File: src/rtl/key_pkg.sv
// Shared types and constants for the push-button command front-end.
// Optional long-press detection is enabled by defining KEY_LONG_PRESS_EN.
package key_pkg;

  typedef enum logic [1:0] {
    REL       = 2'd0,
    PRESS_CHK = 2'd1,
    PRS       = 2'd2,
    REL_CHK   = 2'd3
  } key_state_e;

  localparam int KEY_REC  = 0;
  localparam int KEY_PLAY = 1;
  localparam int KEY_STOP = 2;
  localparam int NUM_KEYS = 3;

endpackage

File: src/rtl/key_debounce_ch.sv
// One button channel: 2-flop synchronizer, debounce FSM, debounce counter and,
// with KEY_LONG_PRESS_EN defined, a saturating long-press counter.
module key_debounce_ch
  import key_pkg::*;
#(
  parameter int DEBOUNCE_CYCLES = 240000,
  parameter int LONG_CYCLES     = 24000000
) (
  input  logic       clk,
  input  logic       rst,
  input  logic       key_n,
  output logic       level,
  output logic       press,
  output logic       long_pulse,
  output key_state_e state
);

  localparam int CNT_W = $clog2(DEBOUNCE_CYCLES);
  localparam logic [CNT_W-1:0] CNT_MAX = CNT_W'(DEBOUNCE_CYCLES - 1);

  logic [1:0]       sync_q;
  logic             s;
  key_state_e       state_q, state_d;
  logic [CNT_W-1:0] cnt_q, cnt_d;
  logic             press_q, press_d;

  // Reset parks the synchronizer at "released" so no spurious press follows reset.
  always_ff @(posedge clk) begin
    if (rst) sync_q <= 2'b11;
    else     sync_q <= {sync_q[0], key_n};
  end

  assign s = ~sync_q[1];

  always_ff @(posedge clk) begin
    if (rst) begin
      state_q <= REL;
      cnt_q   <= '0;
      press_q <= 1'b0;
    end else begin
      state_q <= state_d;
      cnt_q   <= cnt_d;
      press_q <= press_d;
    end
  end

  always_comb begin
    state_d = state_q;
    cnt_d   = cnt_q;
    press_d = 1'b0;
    case (state_q)
      REL: begin
        cnt_d = '0;
        if (s) state_d = PRESS_CHK;
      end
      PRESS_CHK: begin
        if (!s) begin
          state_d = REL;
          cnt_d   = '0;
        end else if (cnt_q == CNT_MAX) begin
          state_d = PRS;
          cnt_d   = '0;
          press_d = 1'b1;
        end else begin
          cnt_d = cnt_q + 1'b1;
        end
      end
      PRS: begin
        cnt_d = '0;
        if (!s) state_d = REL_CHK;
      end
      REL_CHK: begin
        if (s) begin
          state_d = PRS;
          cnt_d   = '0;
        end else if (cnt_q == CNT_MAX) begin
          state_d = REL;
          cnt_d   = '0;
        end else begin
          cnt_d = cnt_q + 1'b1;
        end
      end
      default: begin
        state_d = REL;
        cnt_d   = '0;
      end
    endcase
  end

  assign level = (state_q == PRS) || (state_q == REL_CHK);
  assign press = press_q;
  assign state = state_q;

`ifdef KEY_LONG_PRESS_EN
  localparam int LONG_W = $clog2(LONG_CYCLES + 1);
  localparam logic [LONG_W-1:0] LONG_MAX = LONG_W'(LONG_CYCLES);

  logic [LONG_W-1:0] long_cnt_q;
  logic              long_q;

  // Counts while the key is accepted as held; saturation keeps the pulse to one per press.
  always_ff @(posedge clk) begin
    if (rst || !level) begin
      long_cnt_q <= '0;
      long_q     <= 1'b0;
    end else begin
      long_q <= (long_cnt_q == LONG_MAX - 1'b1);
      if (long_cnt_q != LONG_MAX) long_cnt_q <= long_cnt_q + 1'b1;
    end
  end

  assign long_pulse = long_q;
`else
  assign long_pulse = 1'b0;
`endif

endmodule

File: src/rtl/key_cmd_debouncer.sv
// Three debounced push-buttons to single-cycle, priority-resolved command pulses
// (stop > play > record). Long-press pulses require KEY_LONG_PRESS_EN.
module key_cmd_debouncer
  import key_pkg::*;
#(
  parameter int DEBOUNCE_CYCLES = 240000,
  parameter int LONG_CYCLES     = 24000000
) (
  input  logic                i_clk,
  input  logic                i_rst,
  input  logic [NUM_KEYS-1:0] i_key_n,
  output logic [NUM_KEYS-1:0] o_level,
  output logic                o_key_0,
  output logic                o_key_1,
  output logic                o_key_2,
  output logic [NUM_KEYS-1:0] o_long
);

  logic [NUM_KEYS-1:0] press;
  key_state_e          ch_state [NUM_KEYS];

  for (genvar k = 0; k < NUM_KEYS; k++) begin : g_ch
    key_debounce_ch #(
      .DEBOUNCE_CYCLES (DEBOUNCE_CYCLES),
      .LONG_CYCLES     (LONG_CYCLES)
    ) u_ch (
      .clk        (i_clk),
      .rst        (i_rst),
      .key_n      (i_key_n[k]),
      .level      (o_level[k]),
      .press      (press[k]),
      .long_pulse (o_long[k]),
      .state      (ch_state[k])
    );
  end

  // Losing simultaneous events are dropped rather than queued.
  always_ff @(posedge i_clk) begin
    if (i_rst) begin
      o_key_0 <= 1'b0;
      o_key_1 <= 1'b0;
      o_key_2 <= 1'b0;
    end else begin
      o_key_2 <= press[KEY_STOP];
      o_key_1 <= press[KEY_PLAY] & ~press[KEY_STOP];
      o_key_0 <= press[KEY_REC] & ~press[KEY_PLAY] & ~press[KEY_STOP];
    end
  end

endmodule

File: config.mk
export PLATFORM = sky130hd
export DESIGN_NAME = key_cmd_debouncer
export DESIGN_NICKNAME = d
export VERILOG_FILES = /design/src/rtl/key_pkg.sv /design/src/rtl/key_debounce_ch.sv /design/src/rtl/key_cmd_debouncer.sv
export SDC_FILE = /design/constraint.sdc
export NUM_CORES = 1
export LEC_CHECK = 0
export BUFFER_PORTS_ARGS = -buffer_cell sky130_fd_sc_hd__buf_4
export CAP_MARGIN = 20
export CORE_ASPECT_RATIO = 0.7
export CORE_MARGIN = 1
export CORE_UTILIZATION = 55
export DETAILED_ROUTE_END_ITERATION = 6
export GPL_TIMING_DRIVEN = 0
export PLACE_DENSITY = 0.78
export SYNTH_ARGS = -nofsm -noshare
export SYNTH_HDL_FRONTEND = slang
export SYNTH_HIERARCHICAL = 1
export SYNTH_SLANG_ARGS = --single-unit
File: constraint.sdc
create_clock -name i_clk -period 4.9 [get_ports i_clk]
set_input_delay 0.98 -clock i_clk [delete_from_list [all_inputs] [get_ports i_clk]]
set_output_delay 0.98 -clock i_clk [all_outputs]
set_load 0.05 [all_outputs]
## Word-level counts from Yosys, hierarchy flattened

Cells that the tools add are included.

- $add $sub $neg: 3
- Equality and inequality tests: 24
- Reduce and logical (&&, ||, !) cells: 15
- Bitwise gates (word level): 8
- Mux-type cells: 36

Operators with widths:

| cell | count |
|---|---|
| two-way mux 18 bit | 9 |
| case mux 18 bit (3 select lines) | 3 |
| adder 18 x 1 -> 18 bit, second input constant | 3 |
| equality test 18 bit, second input constant | 3 |
| two-way mux 2 bit | 18 |
| case mux 2 bit (4 select lines) | 3 |
| equality test 2 bit, second input constant | 6 |
| AND reduction 4 bit | 3 |
| inequality test 3 x 1 -> 1 bit, second input constant | 3 |
| inequality test 3 bit, second input constant | 3 |
| OR reduction 3 bit | 3 |
| equality test 2 x 1 -> 1 bit, second input constant | 3 |
| logical NOT 2 bit | 3 |
| inequality test 2 x 1 -> 1 bit, second input constant | 3 |
| inequality test 2 bit, second input constant | 3 |
| OR reduction 2 bit | 3 |
| NOT 1 bit | 5 |
| AND 1 bit | 3 |
| logical OR 1 bit | 3 |
| two-way mux 1 bit | 3 |

- Output and inout bits: 9
- Register bits: 72
- Bits of input ports: 5

## Longest topological paths before layout

Gate-level depths: netlist of run 1.

- Depth in word-level cells: 4
- Gate-level depth with buffers: 7

## Cells and area by module

The synthesis of run 1 kept the hierarchy.

Modules (own cells, without submodules):

| module | seq. area each (um2) | times used | cells each | area an instance (um2) |
|---|---|---|---|---|
| key_debounce_ch (g_ch[0].u_ch) | 460.4 | 1 | 111 | 1062.3 |
| key_debounce_ch (g_ch[1].u_ch) | 460.4 | 1 | 112 | 1046.0 |
| key_debounce_ch (g_ch[2].u_ch) | 460.4 | 1 | 115 | 1022.2 |
| key_cmd_debouncer | 60.1 | 1 | 6 | 88.8 |

## Least setup slack after synthesis of run 1

Ideal clock, no wire load.

- Path kind: input to register
- Start: input port i_rst
- End: register g_ch[1].u_ch.cnt_q[2]
- Stages on the path: 5
- Path buffers: 2
- Data arrival time: 1.923 ns
- Path slack: 2.913 ns
- Data required time: 4.836 ns
- Path through: or2_2 a311o_1 buf_4 buf_6 nor2_1

RTL lines:

| what | line | RTL |
|---|---|---|
| from (decl) | key_cmd_debouncer.sv:10 | `input logic i_rst,` |
| to (signal assigned) | key_debounce_ch.sv:42 | `cnt_q <= cnt_d;` |
| to (decl) | key_debounce_ch.sv:24 | `logic [CNT_W-1:0] cnt_q, cnt_d;` |

==> summary.md, run 1 <==
| Metric | Value |
|---|---|
| Yosys Warn Count | `6` |
| Final Hold Viols | `0` |
| Critical Path Slowest Stage Cell | `dfxtp_1` |
| Cell variety after synth | `51` |
| PwrDens | `approximately 300 nW/um^2` |
| Sw Pwr | `approximately 0.00024 W` |
| CTS tree | `done` |
| Dominant synthesized flop cell | `dfxtp_1` |
| Largest net degree at the start of global routing | `22` |
| Gr usage total | `between 20% and 30%` |
| HP Class | `reg2reg` |
| Pre-CTS setup slack | `approximately 2.6 ns` |
| H-tree Lvls | `3` |
| Die height | `about 66 um` |
| Seq/Total Area, Yosys | `between 40% and 50%` |
| Routability cong. | `approximately 0.77` |
| Post-synthesis mux area share | `0%` |
| Clk_lat worst skew | `between 0.3 and 0.4 ns` |
| Root Driver | `clkbuf_8` |
| Inserted Diodes | `0` |
| Setup TNS | `0 ns` |
| Crit path max fanout | `4` |
| Port Buffers | `10` |
| Clock buffer count from CTS | `9` |
| Largest family of logic cells by synthesized area | `simple AND/OR/NAND/NOR gates` |
| Worst EP required | `slightly below 4 ns` |
| PostCTS Resize Cnt | `0` |
| Global-route track usage on met2 | `between 20% and 30%` |
| CTS sink count | `72` |
| Worst EP arrival | `approximately 1.1 ns` |
| Setup slack, reg-to-reg | `a little under 3 ns` |
| Routed len/inst | `~13 um` |
| HPWL Detailed | `~4000 um` |
| Layout area overhead | `11.5%` |
| LEAKAGE | `around 1.1 nW` |
| Core ar. | `between 5000 and 6000 um^2` |
| Top delay family on crit path | `flip-flops` |
| Peak Freq | `roughly 490 MHz` |
| Async SR Flop Fraction | `0%` |
| Share of cells above drive strength 1 | `17.6%` |
| Internal power | `0.000834 W` |
| Period utilization | `around two fifths` |
| Synth Area per Inst | `9.36 um^2` |
| Antenna Violating Nets Remaining | `0` |
| Yosys top cell area share | `44.8%` |
| CP endpoint kind | `output port` |
| Post-Synthesis Cells | `344` |
| I/O pins | `14` |
| Simple-gate share of the synthesized area | `a little under a third` |
| M1 GR Usage | `29.0%` |
| Min Tclk post-route | `around 2.1 ns` |
| Comb pwr share | `roughly 1.6%` |
| Number of synthesized register bits | `around 70` |
| Dominant cell type by area after synthesis | `dfxtp_1` |
| Final Skew | `0.0108 ns` |
| Initial Util | `59.4%` |
| Final setup viols | `0` |
| Clock share of power | `between 40 and 50%` |
| Max-Cap Viols | `0` |
| Die width | `about 93 um` |
| Total Nets Final | `about 370` |
| RSZ-0062 raised after global routing | `no` |
| Sequential Power Share | `around 55%` |
| Slew Limit Fails | `0` |
| Drt pass-1 iters | `4` |
| Startpoint Class | `flop` |
| Status | `complete, no violations` |
| Switch share | `between 20 and 25%` |
| Synth top area cells | `dfxtp_1 (45%), xnor2_1 (10%), nor2_1 (6.8%), nor4_1 (3.1%), nand4_1 (2.9%)` |
| DRC viols | `0` |
| Crit Path Class | `reg2out` |
| Met3 GRT Util | `7.13%` |
| # fillers | `~450` |
| Grt total ovfl | `0` |
| CTS max path bufs | `2` |
| Syn_nets | `~350` |
| Die ar. | `around 6200 um^2` |
| Crit-path cells | `clkbuf_1, buf_4` |
| Util after Layout | `between 60% and 70%` |
| Final setup margin | `2.85 ns` |
| Vias in the first global route | `just over 2000` |
| Critical Path Max Stage Delay | `roughly 0.4 ns` |
| Worst vdd ir | `roughly 0.0002 V` |
| Compound-Gate Fraction of Synth Area | `under 10%` |
| Via Count | `~2400` |
| Row cnt | `22` |
| Initial DRC Count | `approximately 210` |
| CP Buf/Inv Count | `2` |
| Setup Fix Bufs, Post-CTS | `0` |
| Grt peak-use layer | `met2` |
| First-pass GRT wire length | `between 9000 and 10000 um` |
| Initial antenna violation count | `0` |
| Post-DR vias/cell | `between 5 and 6` |
| Synth Area in XOR/XNOR | `about an eighth` |
| Adder-Cell Fraction of Synth Area | `1.17%` |
| Reg clk slew, reported paths | `0.08 ns` |
| CTS hold repair buffers | `0` |
| Post-synth EDFFs | `0` |
| Post-Syn Area | `3220 um^2` |
| Final wirelength | `~5800 um` |
## stage by stage
step           hold slack [ns]  cell area (um^2)  total power, W  instances
5_1_grt                  0.433              3590         0.00112        442
4_1_cts                  0.419              3590         0.00109        442
3_5_place_dp             0.400              3380        0.000621        426
2_1_floorplan            0.389              3220        0.000615        344
6_report                 0.419              3590         0.00107        442
3_3_place_gp             0.391              3380        0.000620        426
## kinds of logic after synthesis
family | after synthesis
adders and majority gates | 3
other | 3
and+or+nand+nor | 168
xor gates and xnor gates | 45
DFF | 72
buffers and inverters | 32
AOI/OAI and AO/OA | 21
## cells in the final DEF (no fill, tap or decap), types with 11 or more instances in the layout
cell type and count:
buf_4 14, dfxtp_1 72, inv_1 15, nand3_1 16
nand4_1 15, nor2_1 58, nor3_1 11, nor4_1 16
xnor2_1 38
## final timing paths
check / to / cells past startpoint / start
max: o_level[1] / 2 / flop
min: g_ch[1].u_ch/sync_q[1] / 1 / g_ch[1].u_ch/sync_q[0]
max reg2reg: g_ch[2].u_ch/cnt_q[9] / 7 / g_ch[2].u_ch/cnt_q[0]
min reg2reg: g_ch[1].u_ch/sync_q[1] / 1 / g_ch[1].u_ch/sync_q[0]
## layout make-up
cell class | instances | area (um^2) | share of cell area [%]
Sequential cell | 72 | 1440 | 40.2
Timing Repair Buffer | 10 | 75.1 | 2.09
Tap cell | 72 | 90.1 | 2.51
Clock buffer | 9 | 124 | 3.45
Clock inverter | 7 | 80.1 | 2.23
Multi-Input combinational cell | 240 | 1610 | 44.9
Inverter | 15 | 56.3 | 1.57
Buffer | 17 | 111 | 3.10
## synth_stat cells, drive strengths merged, types with 3 or more instances
library cell,instances
or2,8
nand2,9
nor4,18
clkbuf,5
nor2,58
nand3,20
xnor2,38
nor3,12
nand4,18
or4,3
and3,4
or3,3
nand4bb,4
dfxtp,72
inv,15
a21oi,8
ha,3
xor2,7
o31ai,3
a31o,3
buf,12
conb,3
## per-layer routing
| layer | part of all wire, % | vias up |
|---|---|---|
| met5 | 0 | - |
| li1 | - | 1232 |
| met4 | 1.7 | 0 |
| met2 | 43 | 52 |
| met1 | 51 | 1132 |
| met3 | 5.1 | 11 |
## flip-flops by register name (all words and copies together), names as in the netlist, named ones only
register          count
g_ch.u_ch/press       3
o_key_1               1
o_key_2               1
g_ch.u_ch/cnt_q      54
g_ch.u_ch/sync_q      6
o_key_0               1
g_ch.u_ch/state       3
## power by group through the flow
stage          logic [W]  clock network (W)  registers [W]
6_report       0.0000175           0.000468       0.000590
5_1_grt        0.0000188           0.000508       0.000590
4_1_cts        0.0000174           0.000485       0.000589
3_5_place_dp   0.0000173                  0       0.000603
3_3_place_gp   0.0000170                  0       0.000603
2_1_floorplan  0.0000120                  0       0.000603
## worst register-to-register path, cell delays in order (launching register included)
cell,delay (ns)
dfxtp_1,0.40
ha_1,0.23
nand4_1,0.30
nor2_1,0.29
a21o_1,0.14
buf_2,0.19
buf_2,0.24
nor2_1,0.08
Note: power is estimated with default switching activity, not from simulation.
==> run 2, diff against run 1 <==
--- a/config.mk
+++ b/config.mk
@@ -12,7 +12,7 @@
 export CORE_UTILIZATION = 55
 export DETAILED_ROUTE_END_ITERATION = 6
 export GPL_TIMING_DRIVEN = 0
-export PLACE_DENSITY = 0.78
+export PLACE_DENSITY = 0.81
 export SYNTH_ARGS = -nofsm -noshare
 export SYNTH_HDL_FRONTEND = slang
 export SYNTH_HIERARCHICAL = 1
==> constraint.sdc (replaced) <==
create_clock -name i_clk -period 1.7 [get_ports i_clk]
set_input_delay 0.34 -clock i_clk [delete_from_list [all_inputs] [get_ports i_clk]]
set_output_delay 0.34 -clock i_clk [all_outputs]
set_load 0.05 [all_outputs]
==> run 2 against run 1 <==
Compared with the run above: die area unchanged; largest cell class unchanged; power increased to 2.9 times the previous value; flip-flop and latch count is the same; largest power group unchanged.
==> summary.md, run 2 (synthesis gave the netlist of run 1 again) <==
| Metric | Value |
|---|---|
| Final hold slack | `approximately 0.19 ns` |
| Antenna Violating Nets Remaining | `0` |
| HP Class | `in2reg` |
| Min Tclk post-route | `about 1.7 ns` |
| Setup slack, reg-to-reg | `approximately 0.0032 ns` |
| Initial antenna violation count | `0` |
| Area occupied by multi-input gates | `~1700 um^2` |
| # fillers | `about 390` |
| Routability cong. | `around 0.84` |
| Worst reg2reg path depth | `6` |
| I/O pins | `14` |
| Commonest non-fill, non-tap cell in the layout | `dfxtp_1` |
| First-pass GRT wire length | `between 10000 and 15000 um` |
| Total Nets Final | `~390` |
| RSZ-0062 raised after global routing | `yes` |
| Core ar. | `between 5000 and 6000 um^2` |
| Routed len/inst | `approximately 14 um` |
| Worst vdd ir | `approximately 0.00054 V` |
| Root Driver | `clkbuf_8` |
| Largest net degree at the start of global routing | `22` |
| Crit Path Class | `reg2reg` |
| Max-Cap Viols | `0` |
| Clk_lat worst skew | `approximately 0.34 ns` |
| Final wirelength | `around 6300 um` |
| Die ar. | `slightly above 6000 um^2` |
| H-tree Lvls | `3` |
| Initial Util | `59.4%` |
| Slew Limit Fails | `0` |
| Final Total Pwr | `roughly 0.003 W` |
| HPWL Detailed | `roughly 4000 um` |
| Via Count | `~2500` |
| Die height | `about 66 um` |
| Die width | `around 93 um` |
| DRC viols | `0` |
| FF-to-FF Start | `g_ch[1].u_ch/cnt_q[10]` |
| Worst EP required | `a little under 2 ns` |
| Vias in the first global route | `2214` |
| CP endpoint kind | `flop` |
| Initial DRC Count | `222` |
| Reg area | `between 1000 and 1500 um^2` |
| Worst EP arrival | `1.93 ns` |
| Largest reg by FF count | `g_ch.u_ch/cnt_q` |
| Status | `complete, no violations` |
| WHS Path Cells | `2` |
| Peak Freq | `589 MHz` |
| Crit-path cells | `or4b_4, nor3_4, a311o_1, buf_6, buf_6, nor2_1` |
| Reg clk slew, reported paths | `~0.080 ns` |
| Row cnt | `22` |
| CTS tree | `done` |
| CTS sink count | `72` |
| Final setup viols | `0` |
| Pre-CTS setup slack | `-0.256 ns` |
| Most common cell on crit path | `buf_6` |
| Endpoint, Worst Hold | `g_ch[2].u_ch/sync_q[0]` |
| Clock buffer count from CTS | `9` |
| Gr usage total | `between 20 and 25%` |
| Startpoint Class | `flop` |
| Final Skew | `0.0119 ns` |
| Period utilization | `between 90% and 100%` |
| Max FFs per register | `54` |
| Largest registers | `g_ch.u_ch/cnt_q (54), g_ch.u_ch/sync_q (6)` |
| Final Hold Viols | `0` |
| Hold Crit Start | `i_key_n[2]` |
| Inserted Diodes | `0` |
| Final setup margin | `around 0.0032 ns` |
| Grt total ovfl | `0` |
| Drt pass-1 iters | `4` |
| Post-DR vias/cell | `5.48` |
| Critical Path Max Stage Delay | `approximately 0.55 ns` |
| Most frequent cells in the layout | `dfxtp_1 (55), nor2_1 (54), xnor2_1 (38)` |
| Worst r2r dst | `g_ch[1].u_ch/cnt_q[8]` |
| Port Buffers | `10` |
| Crit path max fanout | `8` |
| CTS max path bufs | `2` |
| PwrDens | `803 nW/um^2` |
| Share of cells above drive strength 1 | `roughly 29%` |
| Critical Path Slowest Stage Cell | `or4b_4` |
| LEAKAGE | `1.19 nW` |
| Layout area overhead | `19.5%` |
[run 2: cell count changes in the layout (fill, tap and decap cells not counted), sizes merged]
cell | before | now
inv | 16 | 17
clkinv | 3 | 1
clkbuf | 14 | 15
buf | 22 | 35
[run 2: what timing repair did]
action	in CTS	in global routing
resized for setup	23	29
hold endpoints to repair	0	0
gates cloned	1	0
buffers inserted	7	5
setup endpoints to repair	46	50
hold buffers	0	0
pin swaps	4	11
[run 2: final cells by class]
| type | count | share of cell area [%] |
|---|---|---|
| flip-flops and latches | 72 | 38.1 |
| plain buffers | 17 | 3.22 |
| clock inverters | 6 | 1.76 |
| repair buffers | 23 | 4.78 |
| clock buffers | 10 | 3.32 |
| well taps | 72 | 2.34 |
| inverters | 15 | 1.46 |
| multi-input cells | 240 | 45.0 |
[run 2: power by group]
group	leakage, nW	switching (W)	total [W]	internal (W)
sequential	0.590	0.00000560	0.00170	0.00169
combinational	0.505	0.0000297	0.0000519	0.0000222
clock	0.0933	0.000653	0.00134	0.000686
[run 2: layer usage]
layer  vias up  wire (um)  global-route usage [%]  share of wire, %
met5         -          0                       0                 0
met4         0         82                    5.77               1.3
met3         9        325                    6.32               5.1
li1       1262          -                       -                 -
met1      1159       3110                    30.6                49
met2        64       2800                    31.8                44
[run 2: worst max-delay path by stage]
stage                                 from                     end  slack [ns]  depth (start not counted)
global placement     g_ch[2].u_ch/cnt_q[0]   g_ch[2].u_ch/cnt_q[3]       -0.24                          7
global route        g_ch[1].u_ch/cnt_q[10]   g_ch[1].u_ch/cnt_q[8]       -0.06                          6
detailed placement   g_ch[2].u_ch/cnt_q[0]   g_ch[2].u_ch/cnt_q[5]       -0.26                          7
CTS                  g_ch[1].u_ch/cnt_q[9]   g_ch[1].u_ch/cnt_q[3]      -0.005                          6
finish              g_ch[1].u_ch/cnt_q[10]   g_ch[1].u_ch/cnt_q[8]       0.003                          6
floorplan            g_ch[1].u_ch/cnt_q[0]  g_ch[1].u_ch/cnt_q[16]        0.05                          5
[run 2: critical path: cells and delay by family, from the launching register on]
kind | cells | cell delay (ns)
and+or+nand+nor | 3 | 0.74
buffers and inverters | 2 | 0.28
DFF | 1 | 0.34
AOI/OAI and AO/OA | 1 | 0.22
[run 2: per-stage QoR]
stage                     instance area (um^2)  std cells  util (%)  TNS [ns]
final                                     3850        455      70.9         0
after global routing                      3850        455      70.9    -0.746
after CTS                                 3720        450      68.5   -0.0123
after detailed placement                  3380        426      62.4     -4.43
after global placement                    3380        426      62.4     -3.33
after floorplan                           3220        344         -         0
==> run 3, diff against run 2 <==
--- a/config.mk
+++ b/config.mk
@@ -5,7 +5,7 @@
 export SDC_FILE = /design/constraint.sdc
 export NUM_CORES = 1
 export LEC_CHECK = 0
-export BUFFER_PORTS_ARGS = -buffer_cell sky130_fd_sc_hd__buf_4
+export BUFFER_PORTS_ARGS = -buffer_cell sky130_fd_sc_hd__buf_2
 export CAP_MARGIN = 20
 export CORE_ASPECT_RATIO = 0.7
 export CORE_MARGIN = 1
==> run 3 against run 2 <==
Compared with the run above: register-to-register slack gained 0.02 ns; global-route usage shrank 0.18 points; first-iteration DRC count shrank 31%; core utilization shrank 1.2 points; combinational power shrank 6.6%; maximum frequency grew 1.2%; die area is the same; count of clock-buffer cells in the layout is the same; critical path depth is the same; non-clock buffer count shrank 4; sequential power is essentially flat; routed wire length shrank 5.1%.
==> summary.md, run 3 (synthesis gave the netlist of run 1 again) <==
| Metric | Value |
|---|---|
| Crit Path Class | `reg2reg` |
| Inserted Diodes | `0` |
| Most frequent cells in the layout | `nor2_1 (55), dfxtp_1 (52), xnor2_1 (38)` |
| RSZ-0062 raised after global routing | `yes` |
| Final wirelength | `between 5000 and 6000 um` |
| Row cnt | `22` |
| Total Nets Final | `roughly 380` |
| Clock share of power | `43.0%` |
| Via Count | `~2400` |
| Placed cell count | `426` |
| Post-route insts no fill | `~450` |
| HPWL Detailed | `3890 um` |
| CTS tree | `done` |
| Commonest non-fill, non-tap cell in the layout | `nor2_1` |
| Final setup margin | `between 0.02 and 0.025 ns` |
| Die width | `just over 90 um` |
| Port Buffers | `10` |
| Slew Limit Fails | `0` |
| Share of cells above drive strength 1 | `roughly 28%` |
| Final Total Pwr | `roughly 0.0031 W` |
| Switch share | `between 20% and 30%` |
| Util after Layout | `a little over two thirds` |
| Core ar. | `~5400 um^2` |
| Max-Cap Viols | `0` |
| Internal power | `between 0.002 and 0.0025 W` |
| H-tree Lvls | `3` |
| Final Skew | `roughly 0.011 ns` |
| Largest reg by FF count | `g_ch.u_ch/cnt_q` |
| Period utilization | `between 90% and 100%` |
| Status | `complete, no violations` |
| Antenna Violating Nets Remaining | `0` |
| Sw Pwr | `0.000664 W` |
| Setup TNS | `0 ns` |
| Clock buffer count from CTS | `9` |
| Worst EP arrival | `approximately 1.9 ns` |
| LEAKAGE | `~1.2 nW` |
| Die ar. | `slightly above 6000 um^2` |
| Grt total ovfl | `0` |
| Initial DRC Count | `153` |
| Routed len/inst | `between 10 and 15 um` |
| CTS sink count | `approximately 70` |
| Pre-CTS setup slack | `-0.295 ns` |
| HP Class | `in2reg` |
| Die height | `66.0 um` |
| Comb pwr share | `1.6%` |
| First-pass GRT wire length | `approximately 10000 um` |
| Layout area overhead | `17.4%` |
| Max FFs per register | `54` |
| Final Hold Viols | `0` |
| PwrDens | `809 nW/um^2` |
| CP endpoint kind | `flop` |
| Final setup viols | `0` |
| Startpoint Class | `flop` |
| Drt pass-1 iters | `4` |
| Root Driver | `clkbuf_8` |
| Initial antenna violation count | `0` |
| Initial Util | `59.4%` |
| CTS max path bufs | `2` |
| Worst vdd ir | `between 0.0005 and 0.0006 V` |
| Reg clk slew, reported paths | `approximately 0.070 ns` |
| Min Tclk post-route | `between 1.5 and 2 ns` |
| DRC viols | `0` |
| Largest registers | `g_ch.u_ch/cnt_q (54), g_ch.u_ch/sync_q (6)` |
| Sequential Power Share | `55.4%` |
| Post-DR vias/cell | `5.42` |
| Vias in the first global route | `~2200` |
| Clk_lat worst skew | `0.34 ns` |
| Crit path max fanout | `10` |
| Largest net degree at the start of global routing | `22` |
| I/O pins | `14` |
| Peak Freq | `approximately 600 MHz` |
| Routability cong. | `0.828` |
| Gr usage total | `between 20% and 30%` |
| CTS hold repair buffers | `0` |
| Worst EP required | `about 1.9 ns` |
run 3: cell types whose count changed in the layout (fill, tap and decap cells not counted), moves of 2 or more:
cell and change:
buf_6 -3, buf_4 -12, a21oi_1 +2, dfxtp_1 -3
buf_2 +10, a21oi_2 -2, nor2_4 -2, dfxtp_2 +2
run 3: worst max-delay path, stage by stage, from the launching register on:
cell,delay (ns)
dfxtp_2,0.35
or4b_4,0.56
nor3_4,0.14
a311o_1,0.20
buf_6,0.13
buf_8,0.13
nor2_1,0.05
run 3: final timing paths:
kind                           from                endpoint  slack (ns)  depth (start not counted)
max           g_ch[1].u_ch/cnt_q[9]   g_ch[1].u_ch/cnt_q[6]        0.02                          6
min                      i_key_n[1]  g_ch[1].u_ch/sync_q[0]        0.20                          2
max reg2reg   g_ch[1].u_ch/cnt_q[9]   g_ch[1].u_ch/cnt_q[6]        0.02                          6
min reg2reg  g_ch[2].u_ch/sync_q[0]  g_ch[2].u_ch/sync_q[1]        0.40                          1
run 3: metal layers:
| layer | share of wire, % | track usage (%) | vias to the layer above |
|---|---|---|---|
| li1 | - | - | 1251 |
| met1 | 51 | 28.8 | 1123 |
| met2 | 43 | 31.9 | 67 |
| met3 | 5.7 | 7.24 | 4 |
| met4 | 0.90 | 7.50 | 0 |
| met5 | 0 | 0 | - |
run 3: cell type report:
class / instances / area, um^2
Clock buffer: 10 / 128
Clock inverter: 6 / 67.6
Fill cell: 408 / 1640
Inverter: 15 / 56.3
Timing Repair Buffer: 19 / 121
Tap cell: 72 / 90.1
Multi-Input combinational cell: 240 / 1720
Buffer: 17 / 128
Sequential cell: 72 / 1470
run 3: power groups by stage:
| stage | clock [W] | sequential [W] | combinational (W) |
|---|---|---|---|
| 2_1_floorplan | 0 | 0.00174 | 0.0000347 |
| 3_3_place_gp | 0 | 0.00174 | 0.0000464 |
| 3_5_place_dp | 0 | 0.00174 | 0.0000470 |
| 4_1_cts | 0.00136 | 0.00170 | 0.0000477 |
| 5_1_grt | 0.00145 | 0.00170 | 0.0000521 |
| 6_report | 0.00132 | 0.00170 | 0.0000485 |
run 3: repair_timing:
item | 4_1_cts | 5_1_grt
gates resized for setup | 18 | 32
pin swaps | 4 | 7
buffers inserted | 6 | 3
setup endpoints to repair | 40 | 45
run 3: through the flow:
| stage | instance area (um^2) | hold slack, ns |
|---|---|---|
| after floorplan | 3220 | 0.389 |
| after global placement | 3360 | 0.391 |
| after detailed placement | 3360 | 0.394 |
| after CTS | 3660 | 0.181 |
| after global routing | 3780 | 0.168 |
| final | 3780 | 0.198 |
